--- src/rtl/ex_result_demux.sv ---
// Purpose : routes execute-stage result words to one of two 2-entry FIFO output channels (A/B).
// Latency : 1 cycle from input handshake to X_valid; no combinational in-to-out data path.
// Backpres: in_ready drops when the queue picked by in_sel is full; a same-cycle pop does not free it.
//
// Ports:
//   clk, rst                    - clock, synchronous active-high reset
//   in_data/in_sel/in_valid     - result word, route (0 = A, 1 = B), qualifier
//   in_ready                    - word accepted this cycle (combinational)
//   a_data/a_valid/a_ready      - channel A stream
//   b_data/b_valid/b_ready      - channel B stream
//   a_count/b_count             - 16-bit delivered-word counters, present only with EX_DEMUX_CNT_EN
//
// Optional feature macro: EX_DEMUX_CNT_EN (delivered-word counters).

module ex_result_demux #(
  parameter int DATA_W = 32,
  parameter int DEPTH  = 2
) (
  input  logic              clk,
  input  logic              rst,
  input  logic [DATA_W-1:0] in_data,
  input  logic              in_sel,
  input  logic              in_valid,
  output logic              in_ready,
  output logic [DATA_W-1:0] a_data,
  output logic              a_valid,
  input  logic              a_ready,
  output logic [DATA_W-1:0] b_data,
  output logic              b_valid,
  input  logic              b_ready
`ifdef EX_DEMUX_CNT_EN
  ,
  output logic [15:0]       a_count,
  output logic [15:0]       b_count
`endif
);

  localparam int OCC_W = $clog2(DEPTH + 1);

  // The storage below is a fixed head/tail pair; other depths are not built.
  if (DEPTH != 2) begin : g_depth_chk
    $error("ex_result_demux supports DEPTH == 2 only");
  end

  // Index 0 is channel A, index 1 is channel B.
  logic [DATA_W-1:0] head [2];
  logic [DATA_W-1:0] tail [2];
  logic [OCC_W-1:0]  occ  [2];
  logic [1:0]        vld;
  logic [1:0]        has_room;
  logic [1:0]        push;
  logic [1:0]        pop;

  assign vld[0]      = (occ[0] != '0);
  assign vld[1]      = (occ[1] != '0);
  assign has_room[0] = (occ[0] < OCC_W'(DEPTH));
  assign has_room[1] = (occ[1] < OCC_W'(DEPTH));

  // Readiness looks only at the registered occupancy, so a full queue
  // never accepts a word even when it is being drained in the same cycle.
  assign in_ready = !rst && has_room[in_sel];

  assign push[0] = in_valid && in_ready && !in_sel;
  assign push[1] = in_valid && in_ready &&  in_sel;
  assign pop[0]  = vld[0] && a_ready;
  assign pop[1]  = vld[1] && b_ready;

  always_ff @(posedge clk) begin
    if (rst) begin
      for (int c = 0; c < 2; c++) begin
        head[c] <= '0;
        tail[c] <= '0;
        occ[c]  <= '0;
      end
    end else begin
      for (int c = 0; c < 2; c++) begin
        unique case ({push[c], pop[c]})
          2'b10: begin
            if (occ[c] == '0) head[c] <= in_data;
            else              tail[c] <= in_data;
            occ[c] <= occ[c] + 1'b1;
          end
          2'b01: begin
            // Draining the last entry leaves head untouched so the data
            // output keeps showing the word that just left.
            if (occ[c] == OCC_W'(2)) head[c] <= tail[c];
            occ[c] <= occ[c] - 1'b1;
          end
          2'b11: begin
            // Only reachable at occupancy 1: the new word replaces the
            // departing head directly.
            head[c] <= in_data;
          end
          default: ;
        endcase
      end
    end
  end

  assign a_data  = head[0];
  assign b_data  = head[1];
  assign a_valid = vld[0];
  assign b_valid = vld[1];

`ifdef EX_DEMUX_CNT_EN
  always_ff @(posedge clk) begin
    if (rst) begin
      a_count <= '0;
      b_count <= '0;
    end else begin
      // Free-running 16-bit counters, wrapping naturally at 65535.
      a_count <= a_count + 16'(pop[0]);
      b_count <= b_count + 16'(pop[1]);
    end
  end
`endif

endmodule

--- config.mk ---
export PLATFORM = sky130hd
export DESIGN_NAME = ex_result_demux
export DESIGN_NICKNAME = d
export VERILOG_FILES = /design/src/rtl/ex_result_demux.sv
export SDC_FILE = /design/constraint.sdc
export NUM_CORES = 1
export LEC_CHECK = 0
export BUFFER_PORTS_ARGS = -buffer_cell sky130_fd_sc_hd__buf_2
export CAP_MARGIN = 25
export CELL_PAD_IN_SITES_DETAIL_PLACEMENT = 1
export CELL_PAD_IN_SITES_GLOBAL_PLACEMENT = 2
export CORE_MARGIN = 4
export CORE_UTILIZATION = 25
export DETAILED_ROUTE_END_ITERATION = 12
export GPL_ROUTABILITY_DRIVEN = 0
export PLACE_DENSITY = 0.62
export SETUP_SLACK_MARGIN = 0.1
export SLEW_MARGIN = 0
export SYNTH_ARGS = -nofsm -noshare
export SYNTH_HDL_FRONTEND = slang
export SYNTH_SLANG_ARGS = --single-unit
export TNS_END_PERCENT = 100
--- constraint.sdc ---
create_clock -name clk -period 4.59 [get_ports clk]
set_input_delay 0.459 -clock clk [delete_from_list [all_inputs] [get_ports clk]]
set_output_delay 0.459 -clock clk [all_outputs]
set_load 0.005 [all_outputs]
# ---- Word level (Yosys, flattened, before mapping)
# Memory sizes are Yosys's and may differ from the RTL's.
# Cells that the tools add are included.
dict set report word_totals {
  ram_bits 132
  regBits 0
  output_inout_bits 67
  mem_count 3
  elab_cells 100
  inputBits 38
}
dict set report classes {
  muxes 58
  n_lt_le_gt_ge 3
  n_eq_ne 8
  n_addsub 4
  n_reduce_logical 12
  n_bitwise 12
}
# name words width read_ports rd_ports_with_merged_regs write_ports line_no
set memory_table {}
lappend memory_table {head 2 32 2 0 2 46} ;# logic [DATA_W-1:0] head [2];
lappend memory_table {tail 2 32 2 0 2 47} ;# logic [DATA_W-1:0] tail [2];
lappend memory_table {occ 2 2 2 0 2 48} ;# logic [OCC_W-1:0] occ [2];
# operator count
set op_table {}
lappend op_table {{$mux 32} 8}
lappend op_table {{$mux 1} 46}
lappend op_table {{$eq 2x2->1 const B} 6}
lappend op_table {{$or 1x1->1} 12}
lappend op_table {{$mux 2} 4}
lappend op_table {{$logic_and 1x1->1} 6}
lappend op_table {{$add 2x1->2 const B} 2}
lappend op_table {{$eq 2x1->1 const B} 2}
lappend op_table {{$logic_not 2->1} 2}
lappend op_table {{$lt 2x2->1 const B} 2}
lappend op_table {{$reduce_bool 2->1} 2}
lappend op_table {{$sub 2x1->2 const B} 2}
lappend op_table {{$logic_not 1->1} 2}
lappend op_table {{$lt 1x2->1 const B} 1}

# ---- Logic depth before layout (Yosys ltp)
dict set report depth {
  ltp_word 13
  ltp_mapped 7
  depth_no_buf 6
}

# ---- Worst setup path after synthesis
# OpenSTA, ideal clock, no wires.
dict set report synth_timing {
  path_type {input to register}
  start {input port rst}
  end {memory head[1][0] (enable)}
  n_path_buf 1
  arrival_time_ns 3.313
  path_stages 4
  required_time_ns 4.124
  path_slack_ns 0.811
  setup_ns 0.466
  cell_sequence {nor4bb_1 -> clkbuf_1 -> a21oi_1 -> o21ai_0}
}
# element line_no
set synth_rtl {}
lappend synth_rtl {{from (decl)} 20} ;# input logic rst,
lappend synth_rtl {{to (decl)} 46}

==> results.yml <==
detailed_routing:
  first_iter_violations: 209
  antenna_left: 0
  drc: 0
  vias_per_cell: 4.65
  dr.pass1.iters: 4
  wl_um: 15900
  vias: 3737
  wl_per_cell_um: 19.8
clocking:
  post_cts_resized: 0
  clockBufferDepth: 2
  h-tree-depth: 4
  cts_tree: "yes"
  cts_buffers: 17
  post_cts_buffers: 0
  clk_root_buffer_cell: "clkbuf_16"
  cts_sinks: 132
  hold_buffers: 0
  insertion_delay_ns: 0.42
  path_clk_slew_ns: 0.06
global_route:
  antenna_found_initial: 0
  grt_first_pass_wirelength_um: 24500
  grt_pass1_vias: 4082
  grt_max_degree: 40
  grt_usage: 0.133
  grt-ovfl-total: 0
critical_path:
  crit_chain: "inv_1, ha_1, nand2b_1, or3_1, nor2_4, o2bb2ai_1"
  cp-end-kind: "register"
  cp_slowest_stage_delay_ns: 0.80
  cp_max_fo: 32
  cp_slowest_cell: "nor2_4"
  arrival_ns: 2.78
  crit_type: "reg -> reg"
  critPathRequiredTime_ns: 4.83
  ff2ff_setup_slack_ns: 2.04
  critPathTopFamily: "simple AND/OR/NAND/NOR gates"
  cp-start-kind: "register"
  cp_num_buf_inv: 1
floorplan:
  dieHeight_um: 156
  die_w_um: 156
  start_util: 0.257
  num_rows: 53
  die_area_um2: 24300
  ios: 105
  coreArea_um2: 21300
finish:
  num-fill-cells: 2300
  synthToLayoutAreaGrowth_pct: 28.1
  post-route-util: 0.329
  layout.nets: 555
  n_antenna_cell: 0
  drive_gt1_frac: 0.282
placement:
  pre_cts_slack_ns: 2.02
  port_buffers: 104
  hpwlAfterDp_um: 9780
timing:
  slew_viol_final: 0
  timing.slew.headroom: 0.304
  final.setup.tns_ns: 0
  setup_slack_ns: 2.04
  min_period_over_period: 0.554
  setup_viol: 0
  worst_pin_slew_ns: 1.04
  fin_worst_skew_ns: 0.00560
  max_freq_mhz: 393
  hold_viol: 0
  rsz0062_at_grt: "no"
  min_period_ns: 2.55
logic_synthesis:
  synth-edff-count: 132
  yosys-top-cells-count: "edfxtp_1, nand2_1, a21oi_1, nand3_1"
  avgSynthCellArea_um2: 13.4
  synth.largest_area_cell: "edfxtp_1"
  yosysMostFrequentCell: "edfxtp_1"
  ys_async_sr_fraction: 0
  synth_top_area_frac: 0.724
  synth-seq-area-share: 0.724
  synthTopCellsByArea: "edfxtp_1, nand2_1, o2bb2ai_1"
  syn_area_um2: 5470
  synthCells: 410
  synth_cell_types: 33
  yosys_warnings: 0
  syn_nets: 450
  synthFlopType: "edfxtp_1"
  synth_seq_cells: 132
power_and_ir_drop:
  ir_drop_uv: 254
  p_leak_uw: 0.00272
  powerDensity_nw_per_um2: 503
  finalPower_uw: 3530
worst_hold_path:
  hp-class: "in -> reg"
run_status:
  status: "finished, final reports clean"
job:
  cap_violations: 0
worst reg2reg max path: stages (launching register included):
cell and delay (ns):
edfxtp_1 0.42, inv_1 0.06, ha_1 0.24, nand2b_1 0.20
or3_1 0.41, nor2_4 0.80, o2bb2ai_1 0.25
worst paths after layout:
path	from	end	cells after the start
max	occ[1][1]	head[1][10]	6
min	in_data[17]	tail[0][49]	2
max reg2reg	occ[1][1]	head[1][10]	6
min reg2reg	tail[0][53]	head[1][21]	1
final cells by class:
| type | count | area [um^2] | area share |
|---|---|---|---|
| Timing Repair Buffer | 114 | 641 | 0.0914 |
| Inverter | 7 | 26.3 | 0.00375 |
| Clock buffer | 19 | 433 | 0.0617 |
| Tap cell | 275 | 344 | 0.0491 |
| Multi-Input combinational cell | 243 | 1420 | 0.202 |
| Clock inverter | 13 | 188 | 0.0268 |
| Sequential cell | 132 | 3960 | 0.565 |
placed cells by master, fill, tap and decap left out, types with 5 or more instances in the layout:
cell type / count
a21oi_1: 34
and2_1: 32
buf_2: 104
buf_4: 7
bufinv_16: 5
clkbuf_16: 17
clkinv_1: 5
edfxtp_1: 132
inv_1: 7
nand2_1: 73
nand3_1: 32
o21ai_0: 5
o2bb2ai_1: 32
routing by layer:
metal	vias up	wire length, um	global-route usage
li1	1726	-	-
met1	1903	7410	0.178
met2	97	7560	0.210
met3	11	779	0.0388
met4	0	161	0.0400
met5	-	0	0
stage by stage:
step | cells | hold WS (ns) | instance area (um^2)
after floorplan | 410 | 0.503 | 5470
after global placement | 768 | 0.508 | 6320
after detailed placement | 771 | 0.514 | 6390
after CTS | 803 | 0.372 | 7010
after global routing | 803 | 0.386 | 7010
final | 803 | 0.391 | 7010
registers in the layout (all words and copies together), names as in the netlist:
register / flops
tail: 64
occ: 4
head: 64
power breakdown:
part           internal [uW]  switching (uW)
clock network            952             498
logic                    182             336
registers               1510            52.6
kinds of logic (layout without fill, tap and decap cells):
family,Yosys count,in the layout,share of synthesized area
xor gates and xnor gates,2,2,0.00320
AOI/OAI and AO/OA,82,82,0.103
adders and majority gates,3,3,0.00640
DFF,132,132,0.724
buffers and inverters,35,153,0.0261
and+or+nand+nor,156,156,0.138
(Power assumes the default switching activity.)
